$ cat src/rtl/rx_sfd_timestamp.sv
// ---------------------------------------------------------------------------
// rx_sfd_timestamp
//
// Captures the free-running time counter when a received frame's SFD is
// detected. It queues {start timestamp, duration} in a small FIFO when the
// frame completes with an END event.
//
// Build option: define RX_TS_DURATION_EN to compute, store and drive the
// frame duration on o_dur. When the macro is undefined there is no duration
// storage, and o_dur is tied to zero.
//
// Parameters
//   TS_WIDTH      width of the time counter and of the timestamps
//   FIFO_DEPTH    number of timestamp entries (power of two, >= 2)
//   RX_EVENT_END  RX event code that marks the end of a frame
//
// Ports
//   clk, reset    clock and synchronous active-high reset
//   i_enable      1 = capture new frames, 0 = ignore new SFDs
//   i_rx_sfd      SFD-detected level from the RX stage
//   i_rx_active   frame-active level from the RX stage
//   i_ev_sig      one-cycle RX event strobe
//   i_ev          RX event code, valid with i_ev_sig
//   o_ts          SFD timestamp at the FIFO head
//   o_dur         frame duration at the FIFO head
//   o_ts_valid    FIFO non-empty
//   i_ts_ready    consumer pop (takes effect when o_ts_valid & i_ts_ready)
//   o_abort       one-cycle pulse when a frame is dropped without END
//   o_overflow    sticky: a completed frame was lost because the FIFO was full
//   o_time        live free-running counter value
// ---------------------------------------------------------------------------
module rx_sfd_timestamp #(
    parameter int unsigned TS_WIDTH     = 32,
    parameter int unsigned FIFO_DEPTH   = 4,
    parameter logic [2:0]  RX_EVENT_END = 3'd7
) (
    input  logic                clk,
    input  logic                reset,
    input  logic                i_enable,
    input  logic                i_rx_sfd,
    input  logic                i_rx_active,
    input  logic                i_ev_sig,
    input  logic [2:0]          i_ev,
    output logic [TS_WIDTH-1:0] o_ts,
    output logic [TS_WIDTH-1:0] o_dur,
    output logic                o_ts_valid,
    input  logic                i_ts_ready,
    output logic                o_abort,
    output logic                o_overflow,
    output logic [TS_WIDTH-1:0] o_time
);

    localparam int unsigned AW = $clog2(FIFO_DEPTH);
    localparam logic [AW:0] FULL_COUNT = (AW + 1)'(FIFO_DEPTH);

    typedef enum logic {
        IDLE,
        FRAME
    } state_t;

    // ------------------------------------------------------------------
    // Free-running time counter
    // ------------------------------------------------------------------
    logic [TS_WIDTH-1:0] counter;

    always_ff @(posedge clk) begin
        if (reset) begin
            counter <= '0;
        end else begin
            counter <= counter + TS_WIDTH'(1);
        end
    end

    assign o_time = counter;

    // ------------------------------------------------------------------
    // SFD rising-edge detection
    // ------------------------------------------------------------------
    logic sfd_prev;
    logic sfd_rise;

    always_ff @(posedge clk) begin
        if (reset) begin
            sfd_prev <= 1'b0;
        end else begin
            sfd_prev <= i_rx_sfd;
        end
    end

    assign sfd_rise = i_rx_sfd & ~sfd_prev;

    // ------------------------------------------------------------------
    // Frame FSM
    // ------------------------------------------------------------------
    state_t              state;
    state_t              state_next;
    logic                start_load;
    logic                push_req;
    logic                abort_set;
    logic                end_event;
    logic [TS_WIDTH-1:0] start_ts;

    assign end_event = i_ev_sig & (i_ev == RX_EVENT_END);

    always_ff @(posedge clk) begin
        if (reset) begin
            state <= IDLE;
        end else begin
            state <= state_next;
        end
    end

    always_comb begin
        state_next = state;
        start_load = 1'b0;
        push_req   = 1'b0;
        abort_set  = 1'b0;
        case (state)
            IDLE: begin
                if (sfd_rise && i_enable) begin
                    start_load = 1'b1;
                    state_next = FRAME;
                end
            end
            FRAME: begin
                // END wins over a simultaneous loss of rx_active.
                if (end_event) begin
                    push_req   = 1'b1;
                    state_next = IDLE;
                end else if (!i_rx_active) begin
                    abort_set  = 1'b1;
                    state_next = IDLE;
                end
            end
            default: begin
                state_next = IDLE;
            end
        endcase
    end

    always_ff @(posedge clk) begin
        if (reset) begin
            start_ts <= '0;
            o_abort  <= 1'b0;
        end else begin
            if (start_load) begin
                start_ts <= counter;
            end
            o_abort <= abort_set;
        end
    end

    // ------------------------------------------------------------------
    // Timestamp FIFO
    // ------------------------------------------------------------------
    logic [TS_WIDTH-1:0] ts_mem [FIFO_DEPTH];
    logic [AW-1:0]       wr_ptr;
    logic [AW-1:0]       rd_ptr;
    logic [AW:0]         count;
    logic                fifo_full;
    logic                pop;
    logic                do_push;

    assign o_ts_valid = (count != '0);
    assign fifo_full  = (count == FULL_COUNT);
    assign pop        = o_ts_valid & i_ts_ready;
    // When full, a push is accepted only if the head leaves in the same cycle.
    assign do_push    = push_req & (~fifo_full | pop);

    always_ff @(posedge clk) begin
        if (reset) begin
            for (int unsigned i = 0; i < FIFO_DEPTH; i++) begin
                ts_mem[i] <= '0;
            end
            wr_ptr     <= '0;
            rd_ptr     <= '0;
            count      <= '0;
            o_overflow <= 1'b0;
        end else begin
            if (do_push) begin
                ts_mem[wr_ptr] <= start_ts;
                wr_ptr         <= wr_ptr + AW'(1);
            end
            if (pop) begin
                rd_ptr <= rd_ptr + AW'(1);
            end
            if (push_req && !do_push) begin
                o_overflow <= 1'b1;
            end
            case ({do_push, pop})
                2'b10:   count <= count + (AW + 1)'(1);
                2'b01:   count <= count - (AW + 1)'(1);
                default: count <= count;
            endcase
        end
    end

    assign o_ts = ts_mem[rd_ptr];

`ifdef RX_TS_DURATION_EN
    logic [TS_WIDTH-1:0] dur_mem [FIFO_DEPTH];
    logic [TS_WIDTH-1:0] frame_dur;

    // Modular subtraction keeps the duration correct across counter wrap.
    assign frame_dur = counter - start_ts;

    always_ff @(posedge clk) begin
        if (reset) begin
            for (int unsigned i = 0; i < FIFO_DEPTH; i++) begin
                dur_mem[i] <= '0;
            end
        end else if (do_push) begin
            dur_mem[wr_ptr] <= frame_dur;
        end
    end

    assign o_dur = dur_mem[rd_ptr];
`else
    assign o_dur = '0;
`endif

endmodule

$ cat config.mk
export PLATFORM = sky130hd
export DESIGN_NAME = rx_sfd_timestamp
export DESIGN_NICKNAME = d
export VERILOG_FILES = /design/src/rtl/rx_sfd_timestamp.sv
export SDC_FILE = /design/constraint.sdc
export NUM_CORES = 1
export LEC_CHECK = 0
export CAP_MARGIN = 20
export CORE_ASPECT_RATIO = 1.5
export CORE_MARGIN = 10
export CORE_UTILIZATION = 45
export DETAILED_ROUTE_END_ITERATION = 10
export PLACE_DENSITY = 0.75
export SLEW_MARGIN = 25
export SYNTH_ARGS = -nofsm -noshare
export SYNTH_HDL_FRONTEND = slang
export SYNTH_SLANG_ARGS = --single-unit
export TNS_END_PERCENT = 10
$ cat constraint.sdc
create_clock -name clk -period 4.4 [get_ports clk]
set_input_delay 0.66 -clock clk [delete_from_list [all_inputs] [get_ports clk]]
set_output_delay 0.66 -clock clk [all_outputs]
set_load 0.01 [all_outputs]
After elaboration in Yosys (flattened, before gate mapping)
Memories as Yosys holds them, arrays and structs flattened. A register that Yosys moved wholly into a read port is not among the register bits.
Cells that the tools add are included.
{"block": "totals", "regBits": 75, "mem_bits_rw": 128, "input_bits": 10, "output_inout_bits": 99, "wordCells": 53, "mem_count": 1}
{"name": "ts_mem", "depth": 4, "word_bits": 32, "rd": 1, "rd_clocked_by_memory_dff": 1, "write_ports": 4, "line_no": "156", "text": "logic [TS_WIDTH-1:0] ts_mem [FIFO_DEPTH];"}
{"block": "op_classes", "add_sub_neg": 5, "eq_ne": 4, "n_mux": 19, "n_bitwise": 8, "n_reduce_logical": 7}
{"cell": "$add 32x1->32 const B", "n": 1}
{"cell": "$mux 32", "n": 1}
{"cell": "$reduce_or 32->1", "n": 1}
{"cell": "$mux 1", "n": 13}
{"cell": "$eq 3x3->1 const B", "n": 2}
{"cell": "$mux 2", "n": 3}
{"cell": "$pmux 3 s2", "n": 1}
{"cell": "$add 2x1->2 const B", "n": 2}
{"cell": "$and 1x1->1", "n": 4}
{"cell": "$add 3x1->3 const B", "n": 1}
{"cell": "$not 1->1", "n": 3}
{"cell": "$reduce_bool 3->1", "n": 1}
{"cell": "$reduce_or 3->1", "n": 1}
{"cell": "$sub 3x1->3 const B", "n": 1}
{"cell": "$eq 2x1->1 const B", "n": 1}
{"cell": "$eq 2x2->1 const B", "n": 1}
{"cell": "$logic_and 1x1->1", "n": 2}
{"cell": "$pmux 1 s2", "n": 1}
{"cell": "$reduce_bool 2->1", "n": 1}
{"cell": "$logic_not 1->1", "n": 1}
{"cell": "$or 1x1->1", "n": 1}

Logic depth before layout (Yosys ltp)
{"block": "logic_depth", "word_depth": 10, "depth_mapped": 9, "mapped_depth_nobuf": 8}

Worst setup path before layout
No wires, ideal clock.
{"block": "synth_path", "path_type": "input port to flip-flop", "startpoint": "input port i_ts_ready", "endpoint": "memory ts_mem[2][0], enable pin", "setup_time_ps": 428, "t_arrival_ps": 2837, "required_time_ps": 3972, "slack_ps": 1135, "stages": 4, "cell_sequence": "buf_2 -> nor4b_1 -> or3_1 -> o21bai_1"}
{"item": "start, declared", "line_no": "47", "text": "input logic i_ts_ready,"}
{"item": "end, declared", "line_no": "156"}

==> run metrics <==
Max-slew headroom=0.339; fin. max-slew vios=0; vias in the first global route=5746; Seq cells post-synth=205; global-route wire length before repair=31100 um; GR Overflow Total=0; Vias=5673; Buffers on Ports=76; Post-CTS Resized=0; share of layout cells above drive strength 1=0.112; Crit. End Element=primary output; RSZ-0062 raised after global routing=false; max-cap viol count=0; combinational share of power=0.037; Post-synth EDFFs=128; top_reg_cell synth=edfxtp_1; synthesis-to-finish area growth=16.4%; Clock transition at path regs=60 ps; Hold Path Class=register to register; Flop pwr share=0.543; htree depth=1; sw power=803 uW; Die Outline Area=26200 sq um; Synth top area share=0.426; First-pass DRT Iterations=4; Setup-failing EPs final=0; Final Hold Fails=0; static leakage=0.00358 uW; DR WL/cell=18.3 um; Setup Skew=13.2 ps; Fin Setup TNS=0 ps; Worst EP arrival=2740 ps; Tcrit/Tclk final=0.774; switching share of power=0.208; worst-margin pin slew=992 ps; routability cong.=0.780; Pint=3060 uW; CTS Hold Buffers Added=0; setup repair bufs after CTS=0; Mapped Area=9010 sq um; chip height=193 um; CTS buffer count=19; clock latency on the worst-skew pair=490 ps; Synth Instances=737; die width=136 um; I/O pins=109; HPWL after detailed placement=12700 um; Post-synth ARST share=0; maximum vdd drop=0.000209 V; Placed Cells=1036; core area=19700 sq um; 1st-iter DRT viols=378; CTS tree=yes; post-route ant nets=0; root buf cell=clkbuf_16; final WL=19500 um; largest net degree at the start of global routing=58; Worst Setup Start Kind=register; clk buf depth=3; worst path required time=3740 ps; n_diodes=0; crit-path max FO=19; yosys warns=0; Final nets=809; Residual DRC=0; Total GRT Usage=0.146; top post-synthesis cells by area=edfxtp_1 (43%), dfxtp_1 (17%), and2_1 (8.7%); Cell Count, Final, Fillers Out=1069; number of unique standard cell types used by synthesis=52; pwr/cell area=368 nW/um^2; status=completed; FMAX=294 MHz; Avg Inst Size Synth=12.2 sq um; crit path kind=register to primary output; Cell Rows=63; Sinks on Clock Net=205; area leader, netlist=edfxtp_1; register area share after synthesis=0.597; Final min period=3400 ps; antenna violations before repair=0; clock network power share=0.420; vias per std cell=5.31; Starting Density=0.457
metrics by stage:
step | total power [uW] | setup slack [ps] | util | hold slack [ps] | cell area [sq um]
after floorplan | 2240 | 1140 | - | 445 | 9130
after global placement | 2280 | 977 | 0.501 | 458 | 9870
after detailed placement | 2280 | 944 | 0.502 | 460 | 9890
after CTS | 3880 | 887 | 0.533 | 480 | 10500
after global routing | 3970 | 801 | 0.533 | 500 | 10500
final | 3860 | 996 | 0.533 | 475 | 10500
layout make-up:
class	count	area [sq um]
Fill cell	1667	9210
Sequential cell	205	5390
Multi-Input combinational cell	479	3320
Timing Repair Buffer	85	831
Clock buffer	26	543
Tap cell	260	325
Clock inverter	7	65.1
Inverter	7	26.3
kinds of logic (layout without fill, tap and decap cells):
logic type,Yosys count,count (layout),share of synthesized area
simple gates,314,314,0.198
flops,205,205,0.597
buf+inv,84,125,0.0507
compound gates,81,81,0.0521
mux,33,33,0.0812
xor+xnor,17,17,0.0165
fa+ha+maj,2,2,0.00361
other cells,1,32,0.000416
layer usage:
layer,share of wire,global-route usage,wire (um),vias to the layer above
met5,0,0,0,-
met1,0.39,0.169,7590,2753
met4,0.028,0.0570,546,0
li1,-,-,-,2722
met2,0.53,0.262,10300,160
met3,0.055,0.0210,1070,38
layout by cell type (no fill, tap or decap), drive strengths merged, types with 3 or more instances in the layout:
cell type	synthesis	final
and3	5	5
buf	43	10
nand2	74	74
xnor2	10	10
clkbuf	34	26
nor2b	3	3
o31ai	15	15
mux4	32	32
nand4	12	12
a21oi	53	53
o21ai	4	4
and4	9	9
nand3	18	18
and2	126	126
inv	7	8
or2	3	3
nor4	8	8
clkinv	0	4
xor2	7	7
edfxtp	128	128
conb	1	32
nor2	24	24
or3	6	6
clkdlybuf4s50	0	75
or4	15	15
dfxtp	77	77
nor3	3	3
critical path: stages (launching register included):
cell	delay (ps)
dfxtp_2	780
buf_4	410
mux4_2	530
clkdlybuf4s50_1	520
worst paths after layout:
| check | start | end | slack (ps) | depth (start not counted) |
|---|---|---|---|---|
| setup / recovery | register | o_ts[2] | 1000 | 3 |
| hold / removal | o_overflow | o_overflow | 480 | 2 |
| setup reg to reg | state | ts_mem[1][7] | 1690 | 5 |
| hold reg to reg | o_overflow | o_overflow | 480 | 2 |
state kept, by name, indices dropped and copies added, names as in the netlist, named ones only:
name        cells
ts_mem        128
state           1
o_abort         1
sfd_prev        1
start_ts       32
rd_ptr          2
count           3
o_overflow      1
wr_ptr          2
o_time         32
power by group through the flow:
stage	combinational, uW	sequential (uW)	clock, uW
after global placement	143	2140	0
final	142	2100	1620
after detailed placement	143	2140	0
after global routing	154	2100	1710
after floorplan	104	2130	0
after CTS	144	2100	1640
cell usage after synthesis (15+ instances only):
| master | instances |
|---|---|
| a21oi_1 | 53 |
| and2_1 | 126 |
| buf_4 | 32 |
| clkbuf_1 | 34 |
| dfxtp_1 | 77 |
| edfxtp_1 | 128 |
| mux4_2 | 32 |
| nand2_1 | 74 |
| nand3_1 | 17 |
| nor2_1 | 24 |
| o31ai_1 | 15 |
| or4_1 | 15 |
(Power assumes the default switching activity.)
